===== config.mk =====
export PLATFORM = sky130hd
export DESIGN_NAME = sal_ref_sched
export DESIGN_NICKNAME = d
export VERILOG_FILES = /design/src/rtl/sal_ref_sched.sv
export SDC_FILE = /design/constraint.sdc
export NUM_CORES = 1
export LEC_CHECK = 0
export ABC_AREA = 0
export BUFFER_PORTS_ARGS = -buffer_cell sky130_fd_sc_hd__buf_2
export CAP_MARGIN = 20
export CORE_ASPECT_RATIO = 0.8
export CORE_MARGIN = 2
export CORE_UTILIZATION = 60
export DETAILED_ROUTE_END_ITERATION = 6
export HOLD_SLACK_MARGIN = 0.06
export PLACE_DENSITY = 0.83
export SETUP_SLACK_MARGIN = 0.15
export SLEW_MARGIN = 20
export SYNTH_ARGS = -nofsm -noshare
export SYNTH_HDL_FRONTEND = slang
export SYNTH_SLANG_ARGS = --single-unit
export TNS_END_PERCENT = 20

===== constraint.sdc =====
create_clock -name clk -period 3.2 [get_ports clk]
set_input_delay 0.32 -clock clk [delete_from_list [all_inputs] [get_ports clk]]
set_output_delay 0.32 -clock clk [all_outputs]
set_load 0.01 [all_outputs]

===== src/rtl/sal_ref_sched.sv =====
// sal_ref_sched: DDR2 auto-refresh scheduler; counts tREFI, holds postponed-refresh credit,
// arbitrates for the command bus and sequences PREA -> tRP -> REF -> tRFC.
module sal_ref_sched #(
  parameter int REFI_CYCLES = 1560,
  parameter int CNT_W       = 12,
  parameter int MAX_PEND    = 8,
  parameter int URGENT_TH   = 6,
  parameter int RP_W        = 4,
  parameter int RFC_W       = 8
) (
  input  logic             clk,
  input  logic             rst,
  input  logic             ref_en,
  input  logic [RP_W-1:0]  t_rp_m1,
  input  logic [RFC_W-1:0] t_rfc_m1,
  output logic             ref_req,
  output logic             ref_urgent,
  input  logic             ref_gnt,
  output logic             ref_busy,
  output logic             cmd_valid,
  output logic             cmd_is_ref,
  input  logic             cmd_ready,
  output logic [3:0]       pend_cnt,
  output logic             ref_err
);
  localparam int TW = RP_W > RFC_W ? RP_W : RFC_W;
  typedef enum logic [2:0] {IDLE, REQ, PREA, WAIT_RP, REF, WAIT_RFC} state_t;
  state_t           r_state, w_next;
  logic [CNT_W-1:0] r_cnt;
  logic [3:0]       r_pend, w_pend;
  logic [TW-1:0]    r_tmr, w_tmr;
  logic             r_err, w_tick, w_ref_hs;
  assign w_tick   = ref_en && r_cnt == CNT_W'(REFI_CYCLES - 1);
  assign w_ref_hs = r_state == REF && cmd_ready;
  assign w_pend   = (w_tick && !w_ref_hs) ? (r_pend == 4'(MAX_PEND) ? r_pend : r_pend + 4'd1) :
                    (w_ref_hs && !w_tick) ? r_pend - 4'd1 : r_pend;
  // Timers load m1-1 so the next command lands exactly m1+1 cycles after the handshake.
  always_comb begin
    w_next = r_state;
    w_tmr  = r_tmr;
    case (r_state)
      IDLE:     w_next = r_pend != 4'd0 ? REQ : IDLE;
      REQ:      w_next = ref_gnt ? PREA : REQ;
      PREA:     if (cmd_ready) begin
                  w_next = t_rp_m1 == '0 ? REF : WAIT_RP;
                  w_tmr  = TW'(t_rp_m1) - TW'(1);
                end
      WAIT_RP:  begin
                  w_next = r_tmr == '0 ? REF : WAIT_RP;
                  w_tmr  = r_tmr - TW'(1);
                end
      REF:      if (cmd_ready) begin
                  w_next = t_rfc_m1 == '0 ? IDLE : WAIT_RFC;
                  w_tmr  = TW'(t_rfc_m1) - TW'(1);
                end
      WAIT_RFC: begin
                  w_next = r_tmr == '0 ? IDLE : WAIT_RFC;
                  w_tmr  = r_tmr - TW'(1);
                end
      default:  w_next = IDLE;
    endcase
  end
  always_ff @(posedge clk or posedge rst) begin
    if (rst) begin
      r_state <= IDLE;
      r_cnt   <= '0;
      r_pend  <= '0;
      r_tmr   <= '0;
      r_err   <= 1'b0;
    end else begin
      r_state <= w_next;
      r_tmr   <= w_tmr;
      r_pend  <= w_pend;
      r_cnt   <= (!ref_en || w_tick) ? '0 : r_cnt + CNT_W'(1);
      r_err   <= r_err | (w_tick && !w_ref_hs && r_pend == 4'(MAX_PEND));
    end
  end
  assign ref_req    = r_state == REQ;
  assign ref_urgent = r_pend >= 4'(URGENT_TH);
  assign ref_busy   = r_state inside {PREA, WAIT_RP, REF, WAIT_RFC};
  assign cmd_valid  = r_state == PREA || r_state == REF;
  assign cmd_is_ref = r_state == REF;
  assign pend_cnt   = r_pend;
  assign ref_err    = r_err;
endmodule

Word level (Yosys, flattened, before mapping)
Index checks and enable logic that the tools add are counted.
Operators by class
  $add $sub $neg: 6
  $lt $le $gt $ge: 1
  equality and inequality tests: 10
  mux-type cells: 16
  bitwise logic cells: 1
  reductions and logical operators: 22
Operators with widths (count)
  one-hot mux 8 bit (3 select lines): 1
  two-way mux 3 bit: 6
  one-hot mux 3 bit (6 select lines): 1
  zero test 8 bit: 2
  two-way mux 8 bit: 2
  subtractor 8 x 1 -> 8 bit, second input constant: 2
  adder 12 x 1 -> 12 bit, second input constant: 1
  equality test 12 x 11 -> 1 bit, second input constant: 1
  two-way mux 12 bit: 1
  two-way mux 4 bit: 3
  nonzero test 4 bit: 2
  equality test 3 x 2 -> 1 bit, second input constant: 2
  equality test 3 bit, second input constant: 2
  logical AND 1 bit: 5
  subtractor 4 x 1 -> 5 bit, second input constant: 1
  adder 4 x 1 -> 4 bit, second input constant: 1
  equality test 4 bit, second input constant: 1
  >= comparator 4 x 3 -> 1 bit, second input constant: 1
  zero test 4 bit: 1
  != test 2 bit, second input constant: 2
  AND reduction 2 bit: 2
  subtractor 4 x 1 -> 4 bit, second input constant: 1
  equality test 3 x 1 -> 1 bit, second input constant: 1
  zero test 1 bit: 3
  10 further kinds: 11
Storage, ports and cells
  bits in registers: 28
  bits of input ports: 17
  output and inout bits: 10
  word-level logic and storage cells: 61

Depth between registers and ports, before layout
Gate-level depths: netlist of the first run.
  word-level depth: 6
  gate-level depth with buffers: 12
  depth with buffers taken out: 11

Least setup slack after synthesis of the first run
OpenSTA, ideal clock, no wires.
  path kind: reg2reg
  from: register r_cnt[0]
  to: register r_pend[3], in the netlist pend_cnt[3]
  setup time: 0.083 ns
  data arrival time: 2.141 ns
  data required time: 3.117 ns
  path slack: 0.976 ns
  cell stages (with the launch flop): 12
  buffers on the path: 0
  path through: dfrtp_1 > ha_1 > nor4b_2 > nand3_1 > nor2_1 > nand2_1 > ha_1 > a21o_1 > a21oi_1 > nand3_1 > o31a_1 > o22ai_1
On the way
  word-level cells in the longest chain between the ends: 6
  elaborated cells between the ends (all ways): 9
Ends and longest elaborated chain
  start: declaration: line 29  | logic [CNT_W-1:0] r_cnt;
  start signal: assignment: line 74  | r_cnt <= (!ref_en || w_tick) ? '0 : r_cnt + CNT_W'(1);
  equality test 12 x 11 -> 1 bit (*): line 33  | assign w_tick = ref_en && r_cnt == CNT_W'(REFI_CYCLES - 1);
  logical AND 1 bit (*): line 33
  zero test 1 bit: line 36  | (w_ref_hs && !w_tick) ? r_pend - 4'd1 : r_pend;
  logical AND 1 bit: line 36
  nonzero test 2 bit (no source line)
  AND reduction 2 bit (no source line)
  end signal: assignment: line 73  | r_pend <= w_pend;
  end: declaration: line 30  | logic [3:0] r_pend, w_pend;
Every way passes the cells marked *; elsewhere a longest branch is shown, timed or not.
A chain may end at the register's enable or synchronous reset.

Worst setup path after layout of the first run
Same ends and word-level chain as after synthesis.

==> results of run 1 <==
==> Yosys cell counts, types with 3 or more instances <==
library cell,count
nor4_1,3
dfrtp_1,28
a21o_1,4
a21oi_1,11
xnor2_1,10
nor2_1,28
nor3_1,8
mux2i_1,3
and3_1,6
ha_1,7
nor3b_1,3
o21ai_0,8
buf_2,4
nand3_1,5
inv_1,5
o21a_1,4
xor2_1,13
nand2_1,19
==> flip-flops by register name, summed over array words and instances, names as in the netlist <==
register	count
r_cnt	12
r_tmr	8
pend_cnt	4
r_state	3
ref_err	1
==> worst max-delay path by stage <==
stage	start	endpoint	slack [ns]	cells after the start
after floorplan	r_cnt[0]	pend_cnt[3]	0.98	11
after global placement	r_cnt[0]	pend_cnt[3]	0.86	11
after detailed placement	r_cnt[0]	pend_cnt[3]	0.70	11
after CTS	r_cnt[0]	pend_cnt[3]	0.69	11
after global routing	r_cnt[0]	pend_cnt[3]	0.51	11
final	r_cnt[0]	pend_cnt[3]	0.70	11
==> power groups by stage <==
stage | registers (mW) | clock network [mW] | logic, mW
final | 0.572 | 0.219 | 0.801
after global routing | 0.584 | 0.236 | 0.893
after CTS | 0.567 | 0.223 | 0.796
after detailed placement | 0.574 | 0 | 0.792
after global placement | 0.568 | 0 | 0.765
after floorplan | 0.538 | 0 | 0.627
==> layer usage <==
metal  up-vias  wire [µm]  GRT usage
met2        50       1850      0.391
met1       811       1990      0.367
met4         0         30     0.0578
met5         -          0          0
li1        814          -          -
met3         5        267     0.0494
==> cells by family after synthesis <==
logic type | count (synthesis) | share of synthesized area
XOR/XNOR | 24 | 0.113
AND/OR/NAND/NOR | 90 | 0.245
multiplexers | 5 | 0.0273
adder cells (fa/ha/maj) | 8 | 0.0558
flip-flops | 28 | 0.364
buffers and inverters | 12 | 0.0286
AO/OA/AOI/OAI | 47 | 0.166
==> cell type report <==
type | count | area [µm²]
Multi-Input combinational cell | 174 | 1170
Clock buffer | 4 | 55.1
Sequential cell | 28 | 701
Tap cell | 40 | 50.0
Timing Repair Buffer | 27 | 138
Inverter | 6 | 27.5
Fill cell | 252 | 943
==> per-stage QoR <==
step	power [mW]	utilization	hold slack, ns
global placement	1.33	0.676	0.454
floorplan	1.17	-	0.385
global route	1.71	0.694	0.145
CTS	1.59	0.694	0.315
detailed placement	1.37	0.676	0.463
finish	1.59	0.694	0.0982
==> critical path: stages (launching register included) <==
cell     delay, ns
dfrtp_1       0.40
ha_1          0.23
nor4b_2       0.25
nand3_1       0.15
nor2_1        0.17
nand2_1       0.14
ha_1          0.30
a21o_1        0.18
a21oi_1       0.23
nand3_1       0.12
o31a_1        0.13
o22ai_1       0.14
==> results_dict.tcl, run 1 <==
set metrics [dict create \
    die_area_um2 3680 \
    fmaxAchievable_mhz 400 \
    p_comb_frac 0.503 \
    rr_endpoint "pend_cnt[3]" \
    synth.distinct_cells 53 \
    syn_area_um2 1930 \
    setup_viol 0 \
    final_net_count 265 \
    numClockSinks 28 \
    critPathCaptureType "register" \
    start_util 0.624 \
    clockRootBuffer "clkbuf_8" \
    status "finished clean" \
    vias_per_cell 6.02 \
    max-cap-violations 0 \
    synth_edf_count 0 \
    post_cts_buffers 0 \
    diodes 0 \
    pre_cts_ws_ns 0.696 \
    p_int_mw 0.892 \
    worstPathArrival_ns 2.71 \
    fin_cells 279 \
    seqPwrFrac 0.359 \
    clk_pin_slew_ns 0.10 \
    grt_usage 0.252 \
    ys_ff_latch 28 \
    yosys-top-cells-area "dfrtp_1, xor2_1, nor2_1" \
    relSlewSlack 0.583 \
    dp_hpwl_mm 3.15 \
    pin_count 27 \
    numCtsBuffers 3 \
    p_leak_nw 0.991 \
    grt_pass1_wl_mm 6.85 \
    worstMarginPinSlew_ns 0.620 \
    clk_latency_ns 0.28 \
    syn_area_per_cell_um2 9.00 \
    io_buffer_count 26 \
    die_x_um 67.4 \
    core_um2 3090 \
    reg2regPathDepth 11 \
    fin_ws_ns 0.698 \
    synthArstFlopShare 1.00 \
    wl_per_cell_um 14.8 \
    grt_pass1_vias 1489 \
    reg2reg_slack_ns 0.70 \
    gp_congestion 0.928 \
    hp-class "in -> async" \
    pwr_density_cell_nw_per_um2 743 \
    drive_gt1_frac 0.184 \
    cts_buffer_depth 2 \
    p_sw_mw 0.699 \
    crit_required_ns 3.41 \
    tns_ns 0 \
    r2r_start "r_cnt[0]" \
    cp_max_fo 4 \
    syn_to_final_growth_pct 11.2 \
    cp-start-kind "register" \
    drv_slew 0 \
    vias 1680 \
    stdcell_area_um2 2140 \
    synth_nets 239 \
    drc 0 \
    htree_num_levels 1 \
    detail_route.iter0.violations 101 \
    hold_buffers 0 \
    grt_max_degree 29 \
    dpl_cell_area_um2 2090 \
    final.period_utilization 0.782 \
    cts_resized 0 \
    die_h_um 54.7 \
    hold_violations 0 \
    synthCells 214 \
    ir_drop_mv 0.504 \
    dr.pass1.iters 4 \
    period_needed_ns 2.50 \
    ant_nets 0 \
    routed_wl_mm 4.14 \
    yosysTopAreaCellShare 0.364 \
    synth_flop_cell "dfrtp_1" \
    yosysWarnings 0 \
    clkPwrFrac 0.138 \
    cts_tree "done" \
    p_sw_frac 0.440 \
    most-common-layout-cells "nor2_1, dfrtp_1, buf_2" \
    antenna_found_initial 0 \
    ys_seq_area_frac 0.364 \
    dp.cells 275 \
    synth_largest_area_cell "dfrtp_1" \
    grt-ovfl-total 0 \
    fin_skew_ns 0.0141 \
    rows 18 \
    crit_type "reg -> reg" \
    rsz0062_at_grt "no" \
]
No activity file was read; power rests on OpenSTA's default activity.
==> run 2, diff against run 1 <==
--- a/config.mk
+++ b/config.mk
@@ -10,10 +10,10 @@
 export CAP_MARGIN = 20
 export CORE_ASPECT_RATIO = 0.8
 export CORE_MARGIN = 2
-export CORE_UTILIZATION = 60
+export CORE_UTILIZATION = 52
 export DETAILED_ROUTE_END_ITERATION = 6
 export HOLD_SLACK_MARGIN = 0.06
-export PLACE_DENSITY = 0.83
+export PLACE_DENSITY = 0.76
 export SETUP_SLACK_MARGIN = 0.15
 export SLEW_MARGIN = 20
 export SYNTH_ARGS = -nofsm -noshare
==> constraint.sdc (replaced) <==
create_clock -name clk -period 2.3 [get_ports clk]
set_input_delay 0.23 -clock clk [delete_from_list [all_inputs] [get_ports clk]]
set_output_delay 0.23 -clock clk [all_outputs]
set_load 0.01 [all_outputs]
==> run 2 against run 1 <==
Net effect: die area up 14%; design area up 12%; fmax is 13% higher; hold slack gained 0.16 ns; core utilization decreased by 0.97 points; non-clock buffer count grew 22; register-to-register slack worse by 0.62 ns; cell count grew 8.6%; combinational power is 56% higher; first-iteration DRC count increased by 4.0%; global-route usage shrank 2.3 points.
==> results_dict.tcl, run 2 (synthesis gave the netlist of run 1 again) <==
set metrics [dict create \
    worstPathArrival_ns 2.42 \
    htree_num_levels 1 \
    slowest_stage "dfrtp_1" \
    critPathTopFamily "simple AND/OR/NAND/NOR gates" \
    die_area_um2 4210 \
    numClockSinks 28 \
    clockRootBuffer "clkbuf_8" \
    cp_max_fo 3 \
    crit_type "reg -> reg" \
    pre_cts_ws_ns -0.0473 \
    most-common-layout-cells "dfrtp_1, nor2_1, buf_2" \
    drc 0 \
    vias 1755 \
    detail_route.iter0.violations 105 \
    dp_hpwl_mm 3.27 \
    gp_congestion 0.851 \
    period_needed_ns 2.22 \
    grt_pass1_vias 1610 \
    drive_gt1_frac 0.284 \
    grt_usage 0.229 \
    rsz0062_at_grt "yes" \
    die_h_um 58.4 \
    rows 19 \
    largest_reg_flops 12 \
    ir_drop_mv 0.584 \
    cts_buffer_depth 2 \
    cp-start-kind "register" \
    status "finished clean" \
    start_util 0.551 \
    p_leak_nw 1.10 \
    io_buffer_count 26 \
    mostFrequentLayoutCell "dfrtp_1" \
    antenna_found_initial 0 \
    clk_pin_slew_ns 0.10 \
    grt_max_degree 29 \
    core_um2 3490 \
    grt-ovfl-total 0 \
    setup_viol 0 \
    pin_count 27 \
    ant_nets 0 \
    vias_per_cell 5.79 \
    routed_wl_mm 4.49 \
    critPathCaptureType "register" \
    cts_tree "done" \
    num-fill-cells 274 \
    clk_latency_ns 0.27 \
    diodes 0 \
    worstMarginPinSlew_ns 0.608 \
    fin_skew_ns 0.00197 \
    max-cap-violations 0 \
    final_net_count 287 \
    wl_per_cell_um 14.8 \
    pwr_density_cell_nw_per_um2 1020 \
    syn_to_final_growth_pct 24.2 \
    hp-class "in -> reg" \
    die_x_um 72.1 \
    crit_required_ns 2.50 \
    slowest_delay_ns 0.37 \
    total_power_mw 2.43 \
    grt_pass1_wl_mm 7.50 \
    crit_path_cell_trace "ha_2 -> nor4b_4 -> nand3_2 -> nor2_4 -> nand2_4 -> ha_4 -> a21o_1 -> a21oi_2 -> buf_4 -> o31a_1 -> o22ai_1" \
    largest-register "r_cnt" \
    fmaxAchievable_mhz 451 \
    drv_slew 0 \
    final_core_util 0.685 \
    worst-path-buf-inv 1 \
    relSlewSlack 0.589 \
    numCtsBuffers 3 \
    dr.pass1.iters 4 \
    final.period_utilization 0.965 \
    fin_ws_ns 0.0806 \
    hold_violations 0 \
]
[run 2: path summary, 6_finish.rpt]
check,start,to,slack [ns],depth (start not counted)
min reg2reg,ref_err,ref_err,0.51,1
min in group asynchronous,rst,r_cnt[8],0.56,4
max reg2reg,r_cnt[0],pend_cnt[3],0.08,11
max,r_cnt[0],pend_cnt[3],0.08,11
min,ref_en,r_cnt[1],0.26,2
max in group asynchronous,rst,pend_cnt[3],1.48,4
[run 2: where the power goes]
group          switching [mW]  internal, mW
logic                   0.674         0.577
registers               0.176         0.613
clock network           0.158         0.233
total                    1.01          1.42
[run 2: timing repair]
action,in CTS,in global routing
setup buffers,12,1
endpoints found under the setup margin,2,16
hold buffers,1,0
resized for setup,1,10
hold endpoints to repair,28,0
pin swaps,7,7
[run 2: area by class of cell]
type / instances / area [µm²] / share of cell area
timing repair buffer: 49 / 305 / 0.128
sequential: 28 / 701 / 0.293
clock inverter: 1 / 30.0 / 0.0126
tap: 42 / 52.6 / 0.0220
clock buffer: 3 / 41.3 / 0.0173
inverter: 6 / 27.5 / 0.0115
multi-input combinational: 174 / 1230 / 0.516
[run 2: per-layer routing]
| layer | track usage | routed length (µm) | part of all wire | vias up |
|---|---|---|---|---|
| met5 | 0 | 0 | 0 | - |
| met4 | 0.0404 | 36 | 0.0080 | 0 |
| met3 | 0.0462 | 353 | 0.079 | 6 |
| met2 | 0.357 | 1980 | 0.44 | 78 |
| met1 | 0.337 | 2130 | 0.47 | 812 |
| li1 | - | - | - | 859 |
[run 2: metrics by stage]
| stage | TNS (ns) | hold WS (ns) | instances | cell area [µm²] |
|---|---|---|---|---|
| floorplan | 0 | 0.295 | 214 | 1940 |
| global placement | 0 | 0.313 | 285 | 2160 |
| detailed placement | -0.0473 | 0.319 | 285 | 2160 |
| CTS | 0 | 0.242 | 302 | 2340 |
| global route | -0.0779 | 0.251 | 303 | 2390 |
| finish | 0 | 0.260 | 303 | 2390 |
